==> config.mk <==
export PLATFORM = sky130hd
export DESIGN_NAME = fetch
export DESIGN_NICKNAME = d
export VERILOG_FILES = /design/src/rtl/cpu_pkg.sv /design/src/rtl/if_skid_reg.sv /design/src/rtl/fetch.sv
export SDC_FILE = /design/constraint.sdc
export NUM_CORES = 1
export LEC_CHECK = 0
export CORE_MARGIN = 4
export CORE_UTILIZATION = 35
export CTS_CLUSTER_DIAMETER = 50
export DETAILED_ROUTE_END_ITERATION = 10
export GPL_ROUTABILITY_DRIVEN = 0
export PLACE_DENSITY = 0.7
export SLEW_MARGIN = 15
export SYNTH_ARGS = -nofsm -noshare
export SYNTH_HDL_FRONTEND = slang
export SYNTH_HIERARCHICAL = 1
export SYNTH_SLANG_ARGS = --single-unit
==> constraint.sdc <==
create_clock -name clk -period 4.4 [get_ports clk]
set_clock_uncertainty 0.15 [all_clocks]
set_input_delay 1.32 -clock clk [delete_from_list [all_inputs] [get_ports clk]]
set_output_delay 1.32 -clock clk [all_outputs]
set_load 0.05 [all_outputs]
==> src/rtl/cpu_pkg.sv <==
// Shared CPU front-end definitions: widths, reset/flush constants and fetch FSM encoding.
package cpu_pkg;

   localparam int XLEN = 32;

   localparam logic [XLEN-1:0] DEFAULT_RESET_PC = 32'h0000_0000;
   localparam logic [XLEN-1:0] NOP_INST         = 32'h0000_0000;

   // Fetch FSM encoding, kept as plain constants for legacy tools.
   localparam logic [1:0] ST_REQ  = 2'd0;
   localparam logic [1:0] ST_WAIT = 2'd1;
   localparam logic [1:0] ST_DROP = 2'd2;
   localparam logic [1:0] ST_HOLD = 2'd3;

   typedef struct packed {
      logic [XLEN-1:0] inst;
      logic [XLEN-1:0] pc;
   } if_entry_t;

   function automatic logic [XLEN-1:0] align_pc(input logic [XLEN-1:0] addr);
      return {addr[XLEN-1:2], 2'b00};
   endfunction

endpackage

==> src/rtl/if_skid_reg.sv <==
// One-entry holding register for an instruction that returns while decode is stalled.
module if_skid_reg
   import cpu_pkg::*;
#(
   parameter logic [XLEN-1:0] FLUSH_INST = NOP_INST
) (
   input  logic      clk,
   input  logic      rst,
   input  logic      load,
   input  logic      clear,
   input  logic      drain,
   input  if_entry_t data,
   output if_entry_t entry,
   output logic      full
);

   // NOTE: reset is synchronous and active-low, so it lives inside the clocked block.
   always_ff @(posedge clk) begin
      if (!rst || clear) begin
         entry <= '{inst: FLUSH_INST, pc: '0};
         full  <= 1'b0;
      end else if (drain) begin
         full  <= 1'b0;
      end else if (load) begin
         entry <= data;
         full  <= 1'b1;
      end
   end

endmodule

==> src/rtl/fetch.sv <==
// Instruction-fetch stage: owns the PC, keeps one memory request in flight and fills IF/ID.
module fetch
   import cpu_pkg::*;
#(
   parameter logic [XLEN-1:0] RESET_PC   = DEFAULT_RESET_PC,
   parameter logic [XLEN-1:0] FLUSH_INST = NOP_INST
) (
   input  logic            clk,
   input  logic            rst,
   input  logic            stop,
   input  logic            jump,
   input  logic [XLEN-1:0] jump_target,
   output logic            imem_req,
   output logic [XLEN-1:0] imem_addr,
   input  logic            imem_ready,
   input  logic            imem_valid,
   input  logic [XLEN-1:0] imem_rdata,
   output logic [XLEN-1:0] inst_IFID,
   output logic [XLEN-1:0] pc_out,
   output logic            valid_IFID,
   output logic            fetch_busy
);

   logic [1:0]      state, state_nxt;
   logic [XLEN-1:0] pc, pc_nxt;
   if_entry_t       ifid, ifid_nxt;
   logic            ifid_valid, ifid_valid_nxt;

   logic            handshake;
   logic            deliver;
   if_entry_t       deliver_entry;
   if_entry_t       capture;

   logic            skid_load, skid_clear, skid_drain;
   if_entry_t       skid_entry;
   logic            skid_full;

   assign imem_req   = rst && (state == ST_REQ);
   assign imem_addr  = pc;
   assign handshake  = imem_req && imem_ready;
   assign capture    = '{inst: imem_rdata, pc: pc};

   assign inst_IFID  = ifid.inst;
   assign pc_out     = ifid.pc;
   assign valid_IFID = ifid_valid;
   assign fetch_busy = (state == ST_WAIT) || (state == ST_DROP);

   if_skid_reg #(
      .FLUSH_INST (FLUSH_INST)
   ) u_skid (
      .clk   (clk),
      .rst   (rst),
      .load  (skid_load),
      .clear (skid_clear),
      .drain (skid_drain),
      .data  (capture),
      .entry (skid_entry),
      .full  (skid_full)
   );

   // NOTE: every signal gets a default at the top so no path leaves one unassigned (no latches).
   always_comb begin
      state_nxt      = state;
      pc_nxt         = pc;
      ifid_nxt       = ifid;
      ifid_valid_nxt = ifid_valid;
      skid_load      = 1'b0;
      skid_clear     = 1'b0;
      skid_drain     = 1'b0;
      deliver        = 1'b0;
      deliver_entry  = capture;

      if (jump) begin
         pc_nxt         = align_pc(jump_target);
         ifid_nxt.inst  = FLUSH_INST;
         ifid_valid_nxt = 1'b0;
         skid_clear     = 1'b0 | 1'b1;
         // A request still in flight must be drained before the redirected fetch starts.
         case (state)
            ST_WAIT: state_nxt = imem_valid ? ST_REQ : ST_DROP;
            ST_REQ:  state_nxt = handshake  ? ST_DROP : ST_REQ;
            ST_DROP: state_nxt = imem_valid ? ST_REQ : ST_DROP;
            default: state_nxt = ST_REQ;
         endcase
      end else begin
         case (state)
            ST_REQ: begin
               if (handshake) state_nxt = ST_WAIT;
            end
            ST_WAIT: begin
               if (imem_valid) begin
                  pc_nxt = pc + 32'd4;
                  if (stop) begin
                     skid_load = 1'b1;
                     state_nxt = ST_HOLD;
                  end else begin
                     deliver   = 1'b1;
                     state_nxt = ST_REQ;
                  end
               end
            end
            ST_HOLD: begin
               if (!stop) begin
                  deliver       = skid_full;
                  deliver_entry = skid_entry;
                  skid_drain    = 1'b1;
                  state_nxt     = ST_REQ;
               end
            end
            default: begin
               if (imem_valid) state_nxt = ST_REQ;
            end
         endcase

         // A stalled decode keeps IF/ID as is; otherwise it gets new work or a bubble.
         if (!stop) begin
            if (deliver) begin
               ifid_nxt       = deliver_entry;
               ifid_valid_nxt = 1'b1;
            end else begin
               ifid_nxt.inst  = FLUSH_INST;
               ifid_valid_nxt = 1'b0;
            end
         end
      end
   end

   // NOTE: sequential state uses non-blocking assignments so all registers update together.
   always_ff @(posedge clk) begin
      if (!rst) begin
         state      <= ST_REQ;
         pc         <= RESET_PC;
         ifid       <= '{inst: FLUSH_INST, pc: '0};
         ifid_valid <= 1'b0;
      end else begin
         state      <= state_nxt;
         pc         <= pc_nxt;
         ifid       <= ifid_nxt;
         ifid_valid <= ifid_valid_nxt;
      end
   end

endmodule

==> results by group, run 1 <==
Timing
  • Endpoints failing hold: 0
  • RSZ-0062 raised after global routing: no
  • Relative slew slack: 0.565
  • Final setup violation count: 0
  • Fmax achieved: 268 MHz
  • Setup tns final: 0 ns
  • Slew Limit Fails: 0
  • Final min period: 3.73 ns
  • Worst slew pin tran: 0.646 ns
  • Fin crit share: 0.849

Logic synthesis
  • Flops & latches, synth: 162
  • Synth top area cells: dfxtp_1 46%, mux2i_1 8.9%, nand2_1 7.7%
  • Synth top cells by count: 162 x dfxtp_1, 144 x nand2_1, 81 x nor2_1, 73 x a21oi_1, 63 x mux2i_1
  • Unique masters post-synth: 47
  • Count leader, synth: dfxtp_1
  • Synth Area per Inst: 8.59 sq um
  • Seq/Total Area, Yosys: 0.459
  • YS warnings: 6
  • Post-synth EDFFs: 0
  • Top-area cell type share of the netlist area: 0.459
  • Post-synth ARST share: 0
  • Mapped Area: 7070 sq um
  • Prevailing post-synth register cell: dfxtp_1
  • Largest area contributor in the netlist: dfxtp_1
  • Mapped Cells: 823

Worst setup path
  • Worst Path Required: 2.93 ns
  • Worst setup path category: in2out
  • Crit path arrival time: 2.26 ns
  • Max incr delay on CP: 0.54 ns
  • CP delay by family, top: buffers and inverters
  • Crit-path slowest cell: clkdlybuf4s50_1
  • CP Cell Sequence: clkdlybuf4s50_1 > and2_1 > buf_12
  • CP Launch Type: input pin
  • Crit-path max FO: 2
  • Crit path capture type: primary output
  • Buf+Inv Stages, Crit Path: 2

Detailed routing
  • Drc violations: 0
  • Initial DRT Pass Iterations: 5
  • Via count: 6367
  • Post-Route WL: 20600 microns
  • Remaining antenna violation count: 0
  • Wire per inst: 16.7 microns
  • DRT iter0 DRCs: 312
  • Via-to-Cell Ratio: 5.16

Global routing
  • Initial antenna violation count: 0
  • Largest net degree at the start of global routing: 55
  • Vias in the first global route: 6101
  • Global Route Usage Sum: 0.183
  • Total grt overflow: 0
  • First-pass GRT wire length: 32800 microns

Floorplanning
  • Initial Util: 0.359
  • Rows: 51
  • Total Die Area: 22500 sq um
  • Die height: 150 microns
  • Die width: 150 microns
  • Ports: 169
  • Core area: 19700 sq um

Pwr
  • P_leak: 2.97 nW
  • Maximum VDD drop: 0.000253 V
  • Pwr Density: 362 nW/um^2

Run
  • Max_cap viols: 0

Clocking
  • Hold_buf cts: 0
  • CTS Sinks: 162
  • CTS tree: done
  • Clock-pin transition on the worst setup and hold timing paths: 0.06 ns
  • Clk Latency, worst-skew pair: 0.43 ns
  • Clk buf depth: 2
  • H-tree levels: 4
  • CTS buffer count: 17
  • Post-CTS Setup Bufs: 0
  • Root buffer cell: clkbuf_16
  • Post-CTS resize count: 0

Cells and area
  • Antenna diode count: 0
  • Final net count: 1031
  • Fraction of layout cells with a size suffix above 1: 0.0639
  • Synth-to-Final Area Change: 34.1%
  • Final Core Density: 0.482

Placement
  • IO buf count: 164
  • Hpwl dp: 13400 microns

Outcome
  • Status: complete, no violations

Hold path
  • HP Class: reg2reg
-- flip-flops by register name, summed over array words and instances, names as in the netlist --
signal / flops
imem_addr: 30
inst_IFID: 32
pc_out: 32
state: 2
u_skid/entry: 64
u_skid/full: 1
valid_IFID: 1
-- tightest hold or removal path: cells and delay by family, from the launching register on --
| kind | cells | cell delay [ns] |
|---|---|---|
| DFF | 1 | 0.31 |
| and+or+nand+nor | 1 | 0.05 |
| AOI/OAI and AO/OA | 1 | 0.05 |
-- cells in the final DEF, fill, tap and decap left out, types with 4 or more instances in the layout --
cell type / Yosys / layout
or3_1: 9 / 9
nor2_1: 81 / 81
nand2b_1: 7 / 5
clkdlybuf4s50_1: 0 / 163
o21ai_0: 25 / 25
a31oi_1: 7 / 7
nor4b_1: 5 / 5
a311oi_1: 5 / 5
xor2_1: 9 / 9
mux2i_1: 63 / 63
clkbuf_16: 0 / 17
a21oi_1: 73 / 73
nor3_1: 6 / 5
nand4_1: 14 / 14
nor3b_1: 8 / 8
nand3_1: 13 / 13
dfxtp_1: 162 / 162
o211ai_1: 4 / 4
conb_1: 1 / 4
nand2_1: 144 / 144
buf_4: 4 / 18
a211oi_1: 40 / 40
and3_1: 6 / 6
a2bb2oi_1: 32 / 32
and4_1: 5 / 5
-- area by class of cell --
class	instances	area, sq um
Fill cell	1929	10200
Multi-Input combinational cell	589	3490
Sequential cell	162	3240
Timing Repair Buffer	183	1810
Clock buffer	18	429
Tap cell	265	332
Clock inverter	14	155
Inverter	4	15.0
-- cell families (layout without fill, tap and decap cells) --
group                      Yosys count  after routing  share of synthesized area
and+or+nand+nor                    312            312                      0.200
AOI/OAI and AO/OA                  195            195                      0.178
DFF                                162            162                      0.459
buffers and inverters               75            219                     0.0524
muxes                               63             63                     0.0893
xor gates and xnor gates            11             11                     0.0136
adders and majority gates            4              4                    0.00708
other                                1              4                   0.000531
-- per-stage QoR --
step / setup slack (ns) / std cells / power [mW] / hold slack [ns] / cell area [sq um]
5_1_grt: 0.645 / 1235 / 3.55 / 0.318 / 9470
4_1_cts: 0.651 / 1235 / 3.45 / 0.305 / 9470
2_1_floorplan: 0.704 / 826 / 1.79 / 0.286 / 7080
6_report: 0.666 / 1235 / 3.43 / 0.303 / 9470
3_5_place_dp: 0.590 / 1203 / 1.96 / 0.296 / 8890
3_3_place_gp: 0.619 / 1203 / 1.96 / 0.291 / 8890
-- path summary, 6_finish.rpt --
path                                        from               end  slack (ns)  cells after the start
worst max-delay path                         rst          imem_req        0.67                      3
worst min-delay path            u_skid/entry[48]  u_skid/entry[48]        0.30                      2
worst max register to register          state[0]  u_skid/entry[63]        1.66                      7
worst min register to register  u_skid/entry[48]  u_skid/entry[48]        0.30                      2
-- layer usage --
metal / up-vias / global-route usage / share of wire
li1: 3151 / - / -
met2: 184 / 0.302 / 0.48
met5: - / 0 / 0
met1: 3016 / 0.235 / 0.44
met3: 16 / 0.0515 / 0.071
met4: 0 / 0.0489 / 0.011
-- power breakdown --
part	leakage (nW)	switching, mW	internal, mW
Sequential	1.31	0.0457	1.49
Clock	0.281	0.648	0.847
Combinational	1.38	0.227	0.166
Total	2.97	0.920	2.51
(Power assumes the default switching activity.)
==> run 2: changes to the inputs <==
--- a/config.mk
+++ b/config.mk
@@ -10,7 +10,7 @@
 export CTS_CLUSTER_DIAMETER = 50
 export DETAILED_ROUTE_END_ITERATION = 10
 export GPL_ROUTABILITY_DRIVEN = 0
-export PLACE_DENSITY = 0.7
+export PLACE_DENSITY = 0.72
 export SLEW_MARGIN = 15
 export SYNTH_ARGS = -nofsm -noshare
 export SYNTH_HDL_FRONTEND = slang
==> constraint.sdc (replaced) <==
create_clock -name clk -period 3.15 [get_ports clk]
set_clock_uncertainty 0.15 [all_clocks]
set_input_delay 0.945 -clock clk [delete_from_list [all_inputs] [get_ports clk]]
set_output_delay 0.945 -clock clk [all_outputs]
set_load 0.05 [all_outputs]
==> run 2 against run 1 <==
  * Cell count is 0.89% higher
  * Global-route usage decreased by 0.24 points
  * Clock power grew 53%
  * Non-clock buffer count up 11
  * Flip-flop and latch count is the same
  * Register-to-register slack got worse by 0.89 ns
  * Combinational power increased by 47%
  * Design area rose by 2.2%
  * First-iteration DRC count is 29% lower
  * Sequential power is 39% higher
  * Die area unchanged
  * Wire length fell by 1.4%
  * Critical endpoint unchanged
==> results by group, run 2 (synthesis gave the netlist of run 1 again) <==
Detailed routing
  • Via-to-Cell Ratio: 5.12
  • Post-Route WL: 20300 microns
  • Wire per inst: 16.3 microns
  • Via count: 6374
  • Remaining antenna violation count: 0
  • Drc violations: 0
  • DRT iter0 DRCs: 221
  • Initial DRT Pass Iterations: 5

Global routing
  • Largest net degree at the start of global routing: 59
  • Initial antenna violation count: 0
  • Vias in the first global route: 6149
  • First-pass GRT wire length: 32300 microns
  • Total grt overflow: 0
  • Global Route Usage Sum: 0.180

Placement
  • IO buf count: 164
  • Hpwl dp: 13600 microns
  • Placed insts: 1214

Outcome
  • Status: complete, no violations

Timing
  • Fin crit share: 0.923
  • Fmax achieved: 344 MHz
  • Relative slew slack: 0.574
  • Worst slew pin tran: 0.634 ns
  • Setup tns final: 0 ns
  • Final setup violation count: 0
  • RSZ-0062 raised after global routing: no
  • Final min period: 2.91 ns
  • Slew Limit Fails: 0
  • Endpoints failing hold: 0

Pwr
  • Maximum VDD drop: 0.000371 V
  • Pwr Density: 516 nW/um^2
  • Pwr Total: 5.00 mW
  • P_leak: 3.09 nW

Hold path
  • Worst hold path depth: 2
  • HP Class: reg2reg

Worst setup path
  • Worst Path Required: 2.05 ns
  • CP Launch Type: input pin
  • Reg2reg path depth: 7
  • Crit path arrival time: 1.81 ns
  • Crit path capture type: primary output
  • Worst setup path category: in2out
  • Crit-path max FO: 2

Floorplanning
  • Total Die Area: 22500 sq um
  • Core area: 19700 sq um
  • Die width: 150 microns
  • Rows: 51
  • Initial Util: 0.359
  • Die height: 150 microns
  • Ports: 169

Clocking
  • Post-CTS resize count: 0
  • CTS Sinks: 162
  • Hold_buf cts: 0
  • Post-CTS Setup Bufs: 0
  • Root buffer cell: clkbuf_16
  • Clk buf depth: 2
  • CTS tree: done
  • CTS buffer count: 17
  • H-tree levels: 4
  • Clk Latency, worst-skew pair: 0.42 ns
  • Clock-pin transition on the worst setup and hold timing paths: 0.07 ns

Cells and area
  • Multi-input gate area: 3490 sq um
  • Most frequent cells in the layout: 162 x dfxtp_1, 162 x clkdlybuf4s50_1, 144 x nand2_1
  • Synth-to-Final Area Change: 37.0%
  • Max reg flops: 64
  • Fraction of layout cells with a size suffix above 1: 0.0754
  • Antenna diode count: 0
  • FF/Latch Area: 3240 sq um
  • Cell Count, Final, Fillers Out: 1246
  • # fillers: 1918
  • Most flop-heavy register: u_skid/entry
  • Final net count: 1042

Run
  • Max_cap viols: 0
==> run 2: cell types whose count changed in the layout (fill, tap and decap cells not counted), sizes merged, moves of 2 or more <==
cell	previous run	this run
inv	7	3
clkinvlp	3	1
buf	20	32
bufinv	2	5
clkinv	6	8
==> run 2: through the flow <==
stage                     setup WS (ns)  hold WS [ns]   util  cell area, sq um
after floorplan                   0.204         0.286      -              7080
after global placement           0.0763         0.291  0.460              9030
after detailed placement         0.0621         0.296  0.460              9030
after CTS                         0.220         0.305  0.493              9680
after global routing              0.129         0.322  0.493              9680
final                             0.241         0.299  0.493              9680
==> run 2: per-layer routing <==
metal  vias to the layer above  global-route usage  wire length, microns
li1                       3173                   -                     -
met1                      3002               0.218                  8630
met2                       176               0.308                  9810
met3                        23              0.0591                  1580
met4                         0              0.0494                   290
met5                         -                   0                     0
==> run 2: worst paths after layout <==
kind                      to  slack (ns)             from
min                pc_out[1]        0.30  u_skid/entry[1]
max reg2reg  u_skid/entry[5]        0.77         state[0]
max                 imem_req        0.24              rst
min reg2reg        pc_out[1]        0.30  u_skid/entry[1]
==> run 2: report_power, final <==
part | switching [mW] | total (mW) | internal [mW]
sequential | 0.0516 | 2.14 | 2.09
clock | 0.851 | 2.28 | 1.43
combinational | 0.334 | 0.576 | 0.243
==> run 2: critical path: stages <==
cell             delay, ns
clkdlybuf4s50_1       0.48
and2_1                0.22
buf_12                0.16
==> run 2: layout make-up <==
class / instances / share of cell area
multi-input cells: 589 / 0.361
well taps: 265 / 0.0342
clock inverters: 13 / 0.0214
clock buffers: 19 / 0.0457
flip-flops and latches: 162 / 0.335
inverters: 4 / 0.00155
repair buffers: 194 / 0.201
